**config.mk**
```make
export PLATFORM = sky130hd
export DESIGN_NAME = conv1_sequencer
export DESIGN_NICKNAME = d
export VERILOG_FILES = /design/src/rtl/cnn_pkg.sv /design/src/rtl/raster_counter.sv /design/src/rtl/conv1_sequencer.sv
export SDC_FILE = /design/constraint.sdc
export NUM_CORES = 1
export LEC_CHECK = 0
export BUFFER_PORTS_ARGS = -buffer_cell sky130_fd_sc_hd__buf_2
export CAP_MARGIN = 10
export CORE_AREA = 2 2 71 46
export DETAILED_ROUTE_END_ITERATION = 12
export DIE_AREA = 0 0 73 48
export SLEW_MARGIN = 10
export SYNTH_ARGS = -nofsm -noshare
export SYNTH_HDL_FRONTEND = slang
export SYNTH_SLANG_ARGS = --single-unit
```
**constraint.sdc**
```tcl
create_clock -name clk -period 2.8 [get_ports clk]
set_clock_uncertainty 0.1 [all_clocks]
set_input_delay 0.28 -clock clk [delete_from_list [all_inputs] [get_ports clk]]
set_output_delay 0.28 -clock clk [all_outputs]
set_load 0.03 [all_outputs]
```
**src/rtl/cnn_pkg.sv**
```systemverilog
// cnn_pkg: shared types and constants for the CNN layer sequencers.
// Holds the sequencer state enum and the conv1 geometry constants.
package cnn_pkg;

  typedef enum logic [2:0] {
    IDLE,
    LOAD,
    STREAM,
    DRAIN,
    DONE
  } seq_state_t;

  localparam int C1_IMG_SIZE = 32;
  localparam int C1_K        = 5;
  localparam int C1_MAPS     = 6;
  localparam int C1_OUT_DIM  = C1_IMG_SIZE - C1_K + 1;

  // Widths of an input pixel coordinate and an output-map coordinate.
  localparam int C1_POS_W = $clog2(C1_IMG_SIZE);
  localparam int C1_OUT_W = $clog2(C1_OUT_DIM);

endpackage

```
**src/rtl/raster_counter.sv**
```systemverilog
// raster_counter: row/col position of a raster-ordered NxN stream.
// Ports: clk, rst (async high), en (advance), row, col, last (at N-1,N-1).
module raster_counter
  import cnn_pkg::*;
#(
  parameter int N = C1_IMG_SIZE
) (
  input  logic                 clk,
  input  logic                 rst,
  input  logic                 en,
  output logic [$clog2(N)-1:0] row,
  output logic [$clog2(N)-1:0] col,
  output logic                 last
);

  localparam int W = $clog2(N);
  localparam logic [W-1:0] MAX = W'(N - 1);

  always_ff @(posedge clk or posedge rst) begin
    if (rst) begin
      row <= '0;
      col <= '0;
    end else if (en) begin
      if (col == MAX) begin
        col <= '0;
        row <= (row == MAX) ? '0 : row + W'(1);
      end else begin
        col <= col + W'(1);
      end
    end
  end

  assign last = (row == MAX) && (col == MAX);

endmodule

```
**src/rtl/conv1_sequencer.sv**
```systemverilog
// conv1_sequencer: frame controller for conv layer 1 (weights, stream, valid).
// Ports: clk, rst, start, in_valid -> in_ready, wb_read, buf_en, out_valid,
// out_last, busy, done; out_row/out_col when CONV1_SEQ_COORD_EN is defined.
module conv1_sequencer
  import cnn_pkg::*;
#(
  parameter int IMG_SIZE  = C1_IMG_SIZE,
  parameter int K         = C1_K,
  parameter int WB_CYCLES = 2,
  parameter int PIPE_LAT  = 1
) (
  input  logic clk,
  input  logic rst,
  input  logic start,
  input  logic in_valid,
  output logic in_ready,
  output logic wb_read,
  output logic buf_en,
  output logic out_valid,
  output logic out_last,
  output logic busy,
  output logic done
`ifdef CONV1_SEQ_COORD_EN
  ,
  output logic [$clog2(IMG_SIZE-K+1)-1:0] out_row,
  output logic [$clog2(IMG_SIZE-K+1)-1:0] out_col
`endif
);

  localparam int RW = $clog2(IMG_SIZE);
  localparam int LW = $clog2(WB_CYCLES + 1);
  localparam int DW = $clog2(PIPE_LAT + 1);
  localparam logic [RW-1:0] EDGE = RW'(K - 1);

  seq_state_t state;
  logic [LW-1:0] lcnt;
  logic [DW-1:0] dcnt;
  logic [RW-1:0] row;
  logic [RW-1:0] col;
  logic last_px;
  logic tag;
  logic tag_last;
  logic [PIPE_LAT-1:0] vq;
  logic [PIPE_LAT-1:0] lq;

  assign buf_en = in_valid & in_ready;

  raster_counter #(
    .N(IMG_SIZE)
  ) u_rc (
    .clk (clk),
    .rst (rst),
    .en  (buf_en),
    .row (row),
    .col (col),
    .last(last_px)
  );

  // A beat completes a legal window once K-1 rows and cols are buffered.
  assign tag      = buf_en && (row >= EDGE) && (col >= EDGE);
  assign tag_last = buf_en && last_px;

  always_ff @(posedge clk or posedge rst) begin
    if (rst) begin
      vq <= '0;
      lq <= '0;
    end else begin
      vq[0] <= tag;
      lq[0] <= tag_last;
      for (int i = 1; i < PIPE_LAT; i++) begin
        vq[i] <= vq[i-1];
        lq[i] <= lq[i-1];
      end
    end
  end

  assign out_valid = vq[PIPE_LAT-1];
  assign out_last  = lq[PIPE_LAT-1];

`ifdef CONV1_SEQ_COORD_EN
  localparam int OW = $clog2(IMG_SIZE - K + 1);
  logic [OW-1:0] rq [PIPE_LAT];
  logic [OW-1:0] cq [PIPE_LAT];

  always_ff @(posedge clk or posedge rst) begin
    if (rst) begin
      for (int i = 0; i < PIPE_LAT; i++) begin
        rq[i] <= '0;
        cq[i] <= '0;
      end
    end else begin
      rq[0] <= tag ? OW'(row - EDGE) : '0;
      cq[0] <= tag ? OW'(col - EDGE) : '0;
      for (int i = 1; i < PIPE_LAT; i++) begin
        rq[i] <= rq[i-1];
        cq[i] <= cq[i-1];
      end
    end
  end

  assign out_row = rq[PIPE_LAT-1];
  assign out_col = cq[PIPE_LAT-1];
`endif

  always_ff @(posedge clk or posedge rst) begin
    if (rst) begin
      state    <= IDLE;
      lcnt     <= '0;
      dcnt     <= '0;
      in_ready <= 1'b0;
      wb_read  <= 1'b0;
      busy     <= 1'b0;
      done     <= 1'b0;
    end else begin
      unique case (state)
        IDLE: begin
          if (start) begin
            state   <= LOAD;
            wb_read <= 1'b1;
            busy    <= 1'b1;
            lcnt    <= LW'(1);
          end
        end
        LOAD: begin
          if (lcnt == LW'(WB_CYCLES)) begin
            state    <= STREAM;
            wb_read  <= 1'b0;
            in_ready <= 1'b1;
            lcnt     <= '0;
          end else begin
            lcnt <= lcnt + LW'(1);
          end
        end
        STREAM: begin
          if (buf_en && last_px) begin
            state    <= DRAIN;
            in_ready <= 1'b0;
            dcnt     <= DW'(1);
          end
        end
        DRAIN: begin
          if (dcnt == DW'(PIPE_LAT)) begin
            state <= DONE;
            done  <= 1'b1;
            dcnt  <= '0;
          end else begin
            dcnt <= dcnt + DW'(1);
          end
        end
        DONE: begin
          state <= IDLE;
          done  <= 1'b0;
          busy  <= 1'b0;
        end
        default: state <= IDLE;
      endcase
    end
  end

endmodule

```
==> results.py <==
metrics = {
    "cts": {
        "htree_num_levels": 1,
        "clock_path_buffers": 2,
        "clock_sinks": 22,
        "clk-insertion-delay-late_ps": 250,
        "postCtsHoldBufs": 0,
        "cts_buffers": 3,
        "clk_pin_slew_worst_paths_ps": 70,
        "cts_post_setup_buffers_inserted": 0,
        "cts_tree": "done",
        "ctsRootBufferMaster": "clkbuf_8",
        "cts_resized": 0,
    },
    "route": {
        "drt_iter0_markers": 41,
        "antenna_left": 0,
        "post-route-drc-count": 0,
        "routed_wl_microns": 1910,
        "vias": 750,
        "routedWlPerCell_microns": 12.8,
        "vias_per_cell": 5.03,
        "drt_pass1_iterations": 4,
    },
    "timing": {
        "timing_hold_violations_final": 0,
        "fin_tns_setup_ps": 0,
        "max_freq_mhz": 540,
        "period_needed_ps": 1850,
        "rsz0062_at_grt": "false",
        "drv_slew": 0,
        "worst_pin_slew_ps": 844,
        "period_share_pct": 66.1,
        "slew-limit-headroom_pct": 43.7,
        "setup_viol": 0,
    },
    "critical_path": {
        "r2r_end": "dcnt$_DFFE_PP0P_",
        "end_kind": "register",
        "crit_fanout": 6,
        "crit_required_ps": 2840,
        "ff2ff_setup_slack_ps": 950,
        "reg2reg_from": "u_rc.col[0]$_DFFE_PP0P_",
        "crit_start": "u_rc.col[0]$_DFFE_PP0P_",
        "reg2regPathDepth": 7,
        "cp-start-kind": "register",
        "criticalPathCategory": "register to register",
        "cp.arrival_ps": 1890,
    },
    "placed_design": {
        "dp_cells": 146,
        "post_dp_cell_area_sq_mm": 0.00117,
        "io_buffers": 10,
        "dp_hpwl_microns": 1460,
        "gp_congestion": 0.813,
    },
    "layout": {
        "seq_area_sq_um": 551,
        "fin_cells": 149,
        "final_cell_mix": "dfrtp_1, buf_2, inv_1",
        "syn_to_final_growth_pct": 11.4,
        "diodes": 0,
        "final_util_pct": 43.4,
        "multi_input_area_sq_um": 495,
        "nets": 127,
        "fillCellCount": 296,
        "drive_above_1_share_pct": 16.5,
        "final_common_cell": "dfrtp_1",
        "design_area_sq_mm": 0.00121,
    },
    "logic_synthesis": {
        "ys_seq_area_share_pct": 50.5,
        "syn_avg_cell_area_sq_um": 10.5,
        "ys_warn_count": 0,
        "yosys_register_bits": 22,
        "yosysUniqueCellTypes": 29,
        "synth.cell_area_sq_mm": 0.00109,
        "synth_nets": 114,
        "synth_cells": 104,
    },
    "power_and_ir_drop": {
        "switchingPower_w": 0.000215,
        "vdd_drop_max_mv": 0.249,
        "power.combinational.fraction_pct": 19.3,
        "p_leak_nw": 0.603,
        "p_sw_share_pct": 28.7,
        "internal_power_w": 0.000536,
        "clkPwrFrac_pct": 24.7,
        "power_frac_seq_pct": 56.0,
        "p_per_area_mw_per_mm2": 619,
    },
    "floorplan": {
        "io_pins": 11,
        "coreArea_sq_mm": 0.00280,
        "initial_core_util_pct": 39.0,
        "die_area_sq_mm": 0.00350,
        "die_h_microns": 48,
        "num_rows": 15,
        "die_x_microns": 73,
    },
    "grt": {
        "grt_pass1_wl_microns": 3150,
        "grt_antenna_before_repair": 0,
        "grt_max_degree": 23,
        "track_usage_pct": 12.4,
        "grt_pass1_vias": 693,
        "grt_overflow": 0,
    },
    "status": {
        "status": "finished, final reports clean",
    },
    "job": {
        "drv_cap": 0,
    },
    "hold_path": {
        "hold_class": "input pin to async pin",
    },
}
cell type report:
class | instances | area share [%]
Clock buffer | 3 | 3.40
Sequential cell | 22 | 45.4
Timing Repair Buffer | 10 | 4.12
Tap cell | 34 | 3.51
Inverter | 9 | 2.78
Multi-Input combinational cell | 71 | 40.8
worst max path at each step:
stage | end | cells past startpoint
2_1_floorplan | u_rc.row[1]$_DFFE_PP0P_ | 5
3_3_place_gp | dcnt$_DFFE_PP0P_ | 7
3_5_place_dp | dcnt$_DFFE_PP0P_ | 7
4_1_cts | dcnt$_DFFE_PP0P_ | 7
5_1_grt | u_rc.row[3]$_DFFE_PP0P_ | 6
6_report | dcnt$_DFFE_PP0P_ | 7
flip-flops by register name (all words and copies together), names as in the netlist:
name	cells
out_valid	1
u_rc.row	5
lcnt	2
wb_read	1
in_ready	1
busy	1
u_rc.col	5
dcnt	1
out_last	1
done	1
state	3
power groups by stage:
stage | Combinational (W) | Sequential [W] | Clock [W]
3_5_place_dp | 0.000148 | 0.000427 | 0
5_1_grt | 0.000179 | 0.000431 | 0.000211
3_3_place_gp | 0.000145 | 0.000424 | 0
4_1_cts | 0.000150 | 0.000420 | 0.000199
6_report | 0.000145 | 0.000420 | 0.000186
2_1_floorplan | 0.000121 | 0.000415 | 0
routing by layer:
metal	vias to the layer above	wire [microns]	track usage (%)
met5	-	0	0
met4	0	8	2.59
met3	2	69	5.05
met2	8	718	16.6
met1	353	1120	18.4
li1	387	-	-
synthesized netlist by cell type:
cell type	n	area, sq um
nand3_1	4	20.0
mux2_2	4	45.0
nor2_1	6	22.5
a21oi_1	5	25.0
and3b_1	1	8.76
nand2_1	8	30.0
a32o_1	2	20.0
nor3_1	3	15.0
nor2b_1	1	6.26
and3_1	2	12.5
xor2_1	2	17.5
buf_2	1	5.00
and3b_2	1	10.0
o22a_1	1	8.76
o31ai_1	3	22.5
mux2i_1	2	20.0
nand4_1	2	12.5
o2bb2ai_1	1	8.76
a22o_1	2	17.5
nand3_4	1	17.5
dfrtp_1	22	551
nand3b_1	1	7.51
nand2b_1	4	25.0
inv_1	9	33.8
o21ai_0	7	35.0
or2_0	1	6.26
a31oi_1	1	6.26
ha_1	6	75.1
clkbuf_2	1	5.00
stage by stage:
stage	setup slack, ps	hold WS, ps	power [W]
floorplan	1120	169	0.000535
global placement	1000	371	0.000568
detailed placement	981	381	0.000576
CTS	961	117	0.000769
global route	808	153	0.000820
finish	948	88.5	0.000751
kinds of logic (layout without fill, tap and decap cells):
family,Yosys count,after routing,share of synthesized area (%)
AO/OA/AOI/OAI,22,22,13.2
XOR/XNOR,2,2,1.61
adder cells (fa/ha/maj),6,6,6.89
buffers and inverters,11,22,4.02
flip-flops,22,22,50.5
multiplexers,6,6,5.97
AND/OR/NAND/NOR,35,35,17.8
worst max-delay path: stages (launching register included):
cell and delay, ps:
dfrtp_1 420, ha_1 220, and3_1 180, ha_1 280, nand4_1 190, inv_1 90, o21ai_0 160, a21oi_1 90
Note: power is estimated with default switching activity, not from simulation.
